<file path="src/rtl/alu_pkg.sv">
// alu_pkg: operation encodings and control states shared by the multicycle ALU
package alu_pkg;
  typedef enum logic [3:0] {
    ALU_AND  = 4'b0001,
    ALU_OR   = 4'b0010,
    ALU_XOR  = 4'b0011,
    ALU_SLL  = 4'b0101,
    ALU_SRL  = 4'b0110,
    ALU_SRA  = 4'b0111,
    ALU_ADD  = 4'b1000,
    ALU_MUL  = 4'b1001,
    ALU_SUB  = 4'b1100,
    ALU_SLT  = 4'b1101,
    ALU_SLTU = 4'b1111
  } alu_control_t;
  typedef enum logic {S_IDLE, S_MUL} state_t;
endpackage

</file>
<file path="src/rtl/alu_mul_seq.sv">
// alu_mul_seq: shift-add unsigned multiplier, one multiplier bit per cycle, LSB first
module alu_mul_seq #(
  parameter int N = 32
) (
  input  logic           clk,
  input  logic           rst,
  input  logic           start,
  input  logic [N-1:0]   a,
  input  logic [N-1:0]   b,
  output logic           done,
  output logic [2*N-1:0] product
);
  localparam int CW = $clog2(N);
  logic           r_busy;
  logic [CW-1:0]  r_cnt;
  logic [2*N-1:0] r_acc;
  logic [2*N-1:0] r_mcand;
  logic [N-1:0]   r_mplier;
  logic [2*N-1:0] w_sum;
  assign w_sum   = r_acc + (r_mplier[0] ? r_mcand : '0);
  // done flags the step that completes the product, so the caller can load it on the same edge
  assign done    = r_busy && (r_cnt == CW'(N - 1));
  assign product = w_sum;
  always_ff @(posedge clk) begin
    if (rst) begin
      r_busy   <= 1'b0;
      r_cnt    <= '0;
      r_acc    <= '0;
      r_mcand  <= '0;
      r_mplier <= '0;
    end else if (start) begin
      r_busy   <= 1'b1;
      r_cnt    <= '0;
      r_acc    <= '0;
      r_mcand  <= {{N{1'b0}}, a};
      r_mplier <= b;
    end else if (r_busy) begin
      r_busy   <= !done;
      r_cnt    <= r_cnt + 1'b1;
      r_acc    <= w_sum;
      r_mcand  <= r_mcand << 1;
      r_mplier <= r_mplier >> 1;
    end
  end
endmodule

</file>
<file path="src/rtl/alu_multicycle.sv">
// alu_multicycle: valid/ready ALU, single-cycle ops plus an N-cycle iterative multiply
module alu_multicycle
  import alu_pkg::*;
#(
  parameter int N = 32
) (
  input  logic         clk,
  input  logic         rst,
  input  logic         i_valid,
  output logic         i_ready,
  input  alu_control_t op,
  input  logic [N-1:0] a,
  input  logic [N-1:0] b,
  output logic         o_valid,
  input  logic         o_ready,
  output logic [N-1:0] out,
  output logic         overflow,
  output logic         inputs_equal,
  output logic         outputs_zero
);
  localparam int SW = $clog2(N);
  state_t         r_state;
  state_t         w_next;
  logic           r_valid;
  logic [N-1:0]   r_out;
  logic           r_ovf;
  logic           r_eq;
  logic           r_zero;
  logic           r_mul_eq;
  logic           w_accept;
  logic           w_start;
  logic           w_done;
  logic           w_load_alu;
  logic           w_load_mul;
  logic [2*N-1:0] w_product;
  logic [N-1:0]   w_sum;
  logic [N-1:0]   w_diff;
  logic [SW-1:0]  w_sh;
  logic [N-1:0]   w_res;
  logic           w_ovf;
  assign i_ready    = (r_state == S_IDLE) && (!r_valid || o_ready);
  assign w_accept   = i_valid && i_ready;
  assign w_start    = w_accept && (op == ALU_MUL);
  assign w_load_alu = w_accept && (op != ALU_MUL);
  assign w_load_mul = (r_state == S_MUL) && w_done;
  assign w_sum      = a + b;
  assign w_diff     = a - b;
  assign w_sh       = b[SW-1:0];
  always_comb begin
    w_res = '0;
    w_ovf = 1'b0;
    case (op)
      ALU_AND:  w_res = a & b;
      ALU_OR:   w_res = a | b;
      ALU_XOR:  w_res = a ^ b;
      ALU_SLL:  w_res = a << w_sh;
      ALU_SRL:  w_res = a >> w_sh;
      ALU_SRA:  w_res = $signed(a) >>> w_sh;
      ALU_ADD: begin
        w_res = w_sum;
        w_ovf = (a[N-1] == b[N-1]) && (w_sum[N-1] != a[N-1]);
      end
      ALU_SUB: begin
        w_res = w_diff;
        w_ovf = (a[N-1] != b[N-1]) && (w_diff[N-1] != a[N-1]);
      end
      ALU_SLT:  w_res = {{(N-1){1'b0}}, $signed(a) < $signed(b)};
      ALU_SLTU: w_res = {{(N-1){1'b0}}, a < b};
      default:  w_res = '0;
    endcase
  end
  always_comb begin
    w_next = r_state;
    w_next = (r_state == S_IDLE) ? (w_start ? S_MUL : S_IDLE) : (w_done ? S_IDLE : S_MUL);
  end
  always_ff @(posedge clk) begin
    if (rst) r_state <= S_IDLE;
    else     r_state <= w_next;
  end
  // multiply operands equality is latched at accept since a/b are free to change during the run
  always_ff @(posedge clk) begin
    if (rst) begin
      r_valid  <= 1'b0;
      r_out    <= '0;
      r_ovf    <= 1'b0;
      r_eq     <= 1'b0;
      r_zero   <= 1'b0;
      r_mul_eq <= 1'b0;
    end else begin
      if (w_load_alu) begin
        r_out  <= w_res;
        r_ovf  <= w_ovf;
        r_eq   <= (a == b);
        r_zero <= (w_res == '0);
      end else if (w_load_mul) begin
        r_out  <= w_product[N-1:0];
        r_ovf  <= |w_product[2*N-1:N];
        r_eq   <= r_mul_eq;
        r_zero <= (w_product[N-1:0] == '0);
      end
      if (w_start) r_mul_eq <= (a == b);
      r_valid <= w_load_alu || w_load_mul || (r_valid && !o_ready);
    end
  end
  alu_mul_seq #(.N(N)) u_mul (
    .clk     (clk),
    .rst     (rst),
    .start   (w_start),
    .a       (a),
    .b       (b),
    .done    (w_done),
    .product (w_product)
  );
  assign o_valid      = r_valid;
  assign out          = r_out;
  assign overflow     = r_ovf;
  assign inputs_equal = r_eq;
  assign outputs_zero = r_zero;
endmodule

</file>
<file path="config.mk">
export PLATFORM = sky130hd
export DESIGN_NAME = alu_multicycle
export DESIGN_NICKNAME = d
export VERILOG_FILES = /design/src/rtl/alu_pkg.sv /design/src/rtl/alu_mul_seq.sv /design/src/rtl/alu_multicycle.sv
export SDC_FILE = /design/constraint.sdc
export NUM_CORES = 1
export LEC_CHECK = 0
export CAP_MARGIN = 30
export CORE_ASPECT_RATIO = 0.6
export CORE_MARGIN = 2
export CORE_UTILIZATION = 45
export DETAILED_ROUTE_END_ITERATION = 6
export SYNTH_ARGS = -nofsm -noshare
export SYNTH_HDL_FRONTEND = slang
export SYNTH_SLANG_ARGS = --single-unit
</file>
<file path="constraint.sdc">
create_clock -name clk -period 6.4 [get_ports clk]
set_input_delay 0.64 -clock clk [delete_from_list [all_inputs] [get_ports clk]]
set_output_delay 0.64 -clock clk [all_outputs]
set_load 0.02 [all_outputs]
</file>
# --- Word-level counts from Yosys, hierarchy flattened ---
# Cells that the tools add are included.
op_classes:
  n_eq_ne: 18
  reduce_logical: 21
  n_bitwise: 4
  muxes: 20
  n_lt_le_gt_ge: 2
  shifts: 3
  add_sub_neg: 4
op_table:
  columns: ["operator", "count"]
  rows:
  - ["32-bit case mux with 10 select lines", 1]
  - ["32-bit 2-to-1 mux", 6]
  - ["64-bit adder", 1]
  - ["32-bit zero test", 2]
  - ["32-bit less-than comparator", 2]
  - ["64-bit 2-to-1 mux", 1]
  - ["32-bit adder", 1]
  - ["32-bit bitwise AND", 1]
  - ["32-bit equality test", 1]
  - ["32-bit OR", 1]
  - ["32-bit OR reduction", 1]
  - ["32-bit by 5-bit << shifter with 32-bit output", 1]
  - ["32-bit by 5-bit >> shifter with 32-bit output", 1]
  - ["32-bit by 5-bit >>> shifter with 32-bit output", 1]
  - ["32-bit subtractor", 1]
  - ["32-bit bitwise XOR", 1]
  - ["4-bit equality test, second input constant", 5]
  - ["4-bit by 3-bit equality test with 1-bit output, second input constant", 3]
  - ["1-bit 2-to-1 mux", 11]
  - ["1-bit logical AND", 9]
  - ["4-bit by 2-bit equality test with 1-bit output, second input constant", 2]
  - ["5-bit by 1-bit adder with 5-bit output, second input constant", 1]
  - ["5-bit equality test, second input constant", 1]
  - ["4-bit by 1-bit equality test with 1-bit output, second input constant", 1]
  - ["9 further kinds", 16]
totals:
  ff_bits: 204
  out_inout_bits: 37
  in_bits: 72
  wordCells: 85

# --- Longest topological paths before layout ---
# Gate-level depths: netlist of run 1.
logic_depth:
  ltp_word: 7
  mapped_depth: 19
  mapped_depth_nobuf: 16

# --- Cells and area by module ---
# A second synthesis of run 1 with hierarchy kept.
unflattened:
  hier_cells: 3020
  hier_area_um2: 22833.1
modules_own_cells:
  columns: ["mod", "area_per_inst_um2", "cells_per_inst", "seq_area_each_um2", "n_inst"]
  rows:
  - ["alu_multicycle", 11979.0, 1689, 760.7, 1]
  - ["alu_mul_seq", 10854.2, 1331, 3323.2, 1]

# --- Worst setup path after synthesis of run 1 ---
# No wires, ideal clock.
synth_timing:
  path_type: "in2reg"
  startpoint: "input port b[2]"
  endpoint: "register r_out[31] (netlist: out[31])"
  path_slack_ns: 1.546
  t_arrival_ns: 4.726
  path_buffers: 5
  required_ns: 6.272
  path_stages: 18
  setup_ns: 0.128
  path_cell_list: "clkbuf_1 -> clkinv_1 -> clkbuf_1 -> buf_1 -> clkbuf_1 -> ha_1 -> buf_2 -> nor4b_1 -> o311a_1 -> nor3_1 -> o31ai_1 -> a211oi_1 -> o41ai_1 -> mux2i_1 -> xor2_1 -> a211o_1 -> a221oi_1 -> nor2_1"
synth_between:
  elab_chain_len: 3
  word_cells_on_any_way: 7
  cone_classes: "2 x add/sub; 3 x shift; 2 x mux"
synth_lines:
  columns: ["element", "line_no", "text"]
  rows:
  - ["start: declaration", "alu_multicycle.sv:13", "input logic [N-1:0] b,"]
  - ["32-bit subtractor, or another cell as far along", "alu_multicycle.sv:47", "assign w_diff = a - b;"]
  - ["32-bit case mux with 10 select lines (*)", "alu_multicycle.sv:52", "case (op)"]
  - ["32-bit 2-to-1 mux (*)", "alu_multicycle.sv:90", "if (w_load_alu) begin"]
  - ["end signal: assignment", "alu_multicycle.sv:91", "r_out <= w_res;"]
  - ["end signal: assignment", "alu_multicycle.sv:96", "r_out <= w_product[N-1:0];"]
  - ["end: declaration", "alu_multicycle.sv:25", "logic [N-1:0] r_out;"]
# Mark *: on every way between the ends. The rest lies on a longest branch, timed or not.
# A chain may end at the register's enable or synchronous reset.

# --- Worst setup path in the final report of run 1 ---
layout_timing:
  startpoint: "register u_mul.r_mplier[0]"
  endpoint: "register r_ovf (netlist: overflow)"
layout_between:
  elab_chain_len: 5
layout_lines:
  columns: ["element", "line_no", "text"]
  rows:
  - ["start: declaration", "alu_mul_seq.sv:18", "logic [N-1:0] r_mplier;"]
  - ["start signal: assignment", "alu_mul_seq.sv:42", "r_mplier <= r_mplier >> 1;"]
  - ["64-bit 2-to-1 mux", "alu_mul_seq.sv:20", "assign w_sum = r_acc + (r_mplier[0] ? r_mcand : '0);"]
  - ["64-bit adder", "alu_mul_seq.sv:20", null]
  - ["32-bit OR reduction", "alu_multicycle.sv:97", "r_ovf <= |w_product[2*N-1:N];"]
  - ["1-bit 2-to-1 mux", "alu_multicycle.sv:95", "end else if (w_load_mul) begin"]
  - ["1-bit 2-to-1 mux", "alu_multicycle.sv:90", null]
  - ["end signal: assignment", "alu_multicycle.sv:92", "r_ovf <= w_ovf;"]
  - ["end signal: assignment", "alu_multicycle.sv:97", null]
  - ["end: declaration", "alu_multicycle.sv:26", "logic r_ovf;"]
# No other way between the ends. The select of a mux whose other input is x is not followed.

==> summary.md, run 1 <==
| Metric | Value |
|---|---|
| Outcome | complete, but fails checks |
| Failing checks | DRC |
| Via-to-Cell Ratio | 6.71 |
| Combinational cell fraction of total power | 0.304 |
| Worst path max stage delay | around 0.96 ns |
| Layout Nets | 3,127 |
| HP Class | reg2reg |
| Worst Setup Slack, final | ~0.52 ns |
| Post-synthesis sequential area ratio | 0.189 |
| Slew Limit Fails | 0 |
| Die W | around 290 um |
| CP Data Required Time | between 6 and 7 ns |
| CP max FO | 46 |
| Grt total ovfl | 0 |
| IO buf count | around 110 |
| Clock buffer count from CTS | 25 |
| Post-CTS Setup Bufs | 0 |
| Vias in the first global route | 21,336 |
| Routed len/inst | 28.7 um |
| Most used cell, CP | buf_4 |
| Slew Limit Headroom | 0.227 |
| Top cell type's share of synthesized area | 0.189 |
| Measured slew at the worst slew-check pin | 1.15 ns |
| Sw Ratio | 0.356 |
| Remaining antenna violation count | 0 |
| Post-Synthesis Cell Area | roughly 22,000 um2 |
| Final clock skew | about 0.024 ns |
| Initial DRC Count | between 3,000 and 4,000 |
| Num ports | between 100 and 150 |
| Syn_area_per_cell | 7.46 um2 |
| Setup crit start kind | flip-flop |
| Commonest non-fill, non-tap cell in the layout | nor2_1 |
| Flops & latches, synth | 204 |
| Tcrit/Tclk final | 0.918 |
| Synthesized Nets | 3,137 |
| Die Span Y | 174 um |
| Initial core utilization | 0.454 |
| FP Rows | 62 |
| CP bufs+invs | 5 |
| Share of cells above drive strength 1 | 0.0807 |
| Tot GR Track Use | 0.393 |
| Switching Power | 1.49 mW |
| CTS Hold Bufs | 0 |
| TNS Setup | 0 ns |
| Area contributors post-synth | dfxtp_1 19%, ha_1 9.6%, mux2i_1 9.1%, nor2_1 7.1%, a21oi_1 5.5% |
| Filler cell count | 4,695 |
| CP Capture Type | flip-flop |
| Drt first pass iters | 7 |
| Number of synthesized flops with an enable pin | 0 |
| Prevailing post-synth register cell | dfxtp_1 |
| Yosys warns | 0 |
| LEAKAGE | 9.43 nW |
| Drt total wl | 102,000 um |
| Synth-to-Final Area Change | 11.4% |
| Syn Inst Count | 2,897 |
| Root Buffer | clkbuf_16 |
| Routability Congestion | 1.08 |
| Finished Core Util | 0.505 |
| Resized cells post-CTS | 0 |
| Post-Place Setup Slack | 0.711 ns |
| CTS max path bufs | 3 |
| Worst ir drop on vdd | 0.231 mV |
| DRC | 3 |
| Clk Latency, worst-skew pair | 0.56 ns |
| First-pass GRT wire length | between 100,000 and 150,000 um |
| Routed via count | ~24,000 |
| RSZ-0062 raised after global routing | no |
| Core box area | 47,600 um2 |
| Crit-path cells | buf_4, buf_4, and2_1, ha_1, a211oi_1, o21bai_1, a211oi_1, nor2_1, a211oi_1, buf_4, nor2_1, nor4_1, o311ai_0, nor4b_1, buf_4, nand4_1, nor4_2, buf_4, a31oi_1 |
| Die area | ~50,000 um2 |
| Initial antenna violation count | 8 |
| Commonest cells after routing, fill and taps aside | 408 x nor2_1, 244 x nand2_1, 237 x a21oi_1 |
| FF/Latch Area | 4090 um2 |
| Final hold vios | 0 |
| Multi-input logic area | about 16,000 um2 |
| CP top delay family | simple AND/OR/NAND/NOR gates |
| Post-synth ARST share | 0 |
| Max Fclk | between 150 and 200 MHz |
| Largest net degree at the start of global routing | 98 |
| Pwr dens | around 170 nW/um2 |
| Clock-pin slew of the registers on the worst-case setup and hold paths | 0.06 ns |
| Final setup vio count | 0 |
| Crit path max-delay cell type | nor4_1 |
| Clock network fraction of design power | 0.379 |
| Final min period | 5.88 ns |
| CP Data Arrival Time | 6.31 ns |
| Synth unique cells | 92 |
| Sequential share of power | 0.317 |
| Max_cap viols | 0 |
| CTS H-tree lvls | 1 |
| CTS tree | yes |
| WS Path Type | reg2reg |
| P_int | 2.71 mW |
| HPWL Detailed | 78,900 um |
| Synth area leader | dfxtp_1 |
| CTS sink count | 204 |
-- cell usage after synthesis, types with 8 or more instances --
| cell | count |
|---|---|
| o31ai_1 | 22 |
| buf_2 | 25 |
| mux4_2 | 37 |
| and3_1 | 8 |
| and2_1 | 74 |
| a31oi_1 | 25 |
| o21ai_0 | 163 |
| ha_1 | 165 |
| a211oi_1 | 115 |
| or3_1 | 13 |
| a22oi_1 | 18 |
| or4_1 | 13 |
| nor2b_1 | 15 |
| mux2_2 | 39 |
| nor2_1 | 410 |
| nand2b_1 | 16 |
| nor4_1 | 22 |
| a21o_1 | 35 |
| nor3_1 | 48 |
| o32ai_1 | 9 |
| o21bai_1 | 23 |
| o21a_1 | 18 |
| o311ai_0 | 9 |
| a211o_1 | 12 |
| xor2_1 | 28 |
| a311oi_1 | 10 |
| o211ai_1 | 30 |
| xnor2_1 | 67 |
| a21oi_1 | 237 |
| o221ai_1 | 14 |
| mux2i_1 | 197 |
| inv_1 | 108 |
| nand3_1 | 45 |
| buf_1 | 25 |
| dfxtp_1 | 204 |
| clkbuf_1 | 164 |
| o22ai_1 | 17 |
| or2_2 | 9 |
| a221oi_1 | 23 |
| nand4_1 | 27 |
| nand2_1 | 245 |
-- logic make-up after synthesis --
family	Yosys count	synth area share
DFF	204	0.189
adders and majority gates	168	0.0983
AOI/OAI and AO/OA	850	0.257
and+or+nand+nor	966	0.202
buffers and inverters	339	0.0631
xor gates and xnor gates	95	0.0385
muxes	275	0.152
-- power groups by stage --
stage	clock [mW]	combinational [mW]	sequential [mW]
2_1_floorplan	0	0.708	1.36
3_5_place_dp	0	1.21	1.36
3_3_place_gp	0	1.21	1.36
5_1_grt	1.66	1.33	1.33
4_1_cts	1.62	1.21	1.33
6_report	1.59	1.28	1.33
-- worst min-delay path: stages, from the launching register on --
cell and delay (ns):
dfxtp_1 0.31, nand2_1 0.07, a21oi_1 0.06
-- final cells by class --
class	instances	share of cell area
clock buffers	29	0.0274
repair buffers	187	0.0696
well taps	640	0.0333
multi-input cells	2354	0.673
inverters	115	0.0179
clock inverters	12	0.00925
diodes	2	0.000208
flip-flops and latches	204	0.170
-- worst paths after layout --
check                                  endpoint  slack, ns  cells past startpoint         startpoint
worst min-delay path            u_mul.r_acc[35]       0.48                      2    u_mul.r_acc[35]
worst max register to register         overflow       0.52                     19  u_mul.r_mplier[0]
worst max-delay path                   overflow       0.52                     19  u_mul.r_mplier[0]
worst min register to register  u_mul.r_acc[35]       0.48                      2    u_mul.r_acc[35]
-- flip-flops by register name (all words and copies together) (netlist names) --
signal          cells
inputs_equal        1
o_valid             1
out                32
outputs_zero        1
overflow            1
r_mul_eq            1
r_state             1
u_mul.r_acc        64
u_mul.r_busy        1
u_mul.r_cnt         5
u_mul.r_mcand      64
u_mul.r_mplier     32
-- per-stage QoR --
stage / hold slack (ns) / std cells / total power, mW / cell area (um2)
after floorplan: 0.450 / 2897 / 2.07 / 21600
after global placement: 0.461 / 3494 / 2.56 / 23100
after detailed placement: 0.474 / 3498 / 2.56 / 23200
after CTS: 0.484 / 3539 / 4.16 / 24100
after global routing: 0.510 / 3541 / 4.32 / 24100
final: 0.482 / 3543 / 4.20 / 24100
-- metal layers --
layer / vias to the layer above / wire length (um) / global-route usage
met5: - / 147 / 0
met4: 8 / 2210 / 0.0742
met3: 136 / 16200 / 0.173
met2: 1588 / 36300 / 0.483
met1: 11511 / 46700 / 0.610
li1: 10531 / - / -
Note: power is estimated with default switching activity, not from simulation.
==> run 2, diff against run 1 <==
--- a/config.mk
+++ b/config.mk
@@ -10,6 +10,7 @@
 export CORE_MARGIN = 2
 export CORE_UTILIZATION = 45
 export DETAILED_ROUTE_END_ITERATION = 6
+export SETUP_SLACK_MARGIN = 0.15
 export SYNTH_ARGS = -nofsm -noshare
 export SYNTH_HDL_FRONTEND = slang
 export SYNTH_SLANG_ARGS = --single-unit
==> results of run 2 <==
Final layout, timing and power as in run 1 (identical DEF).
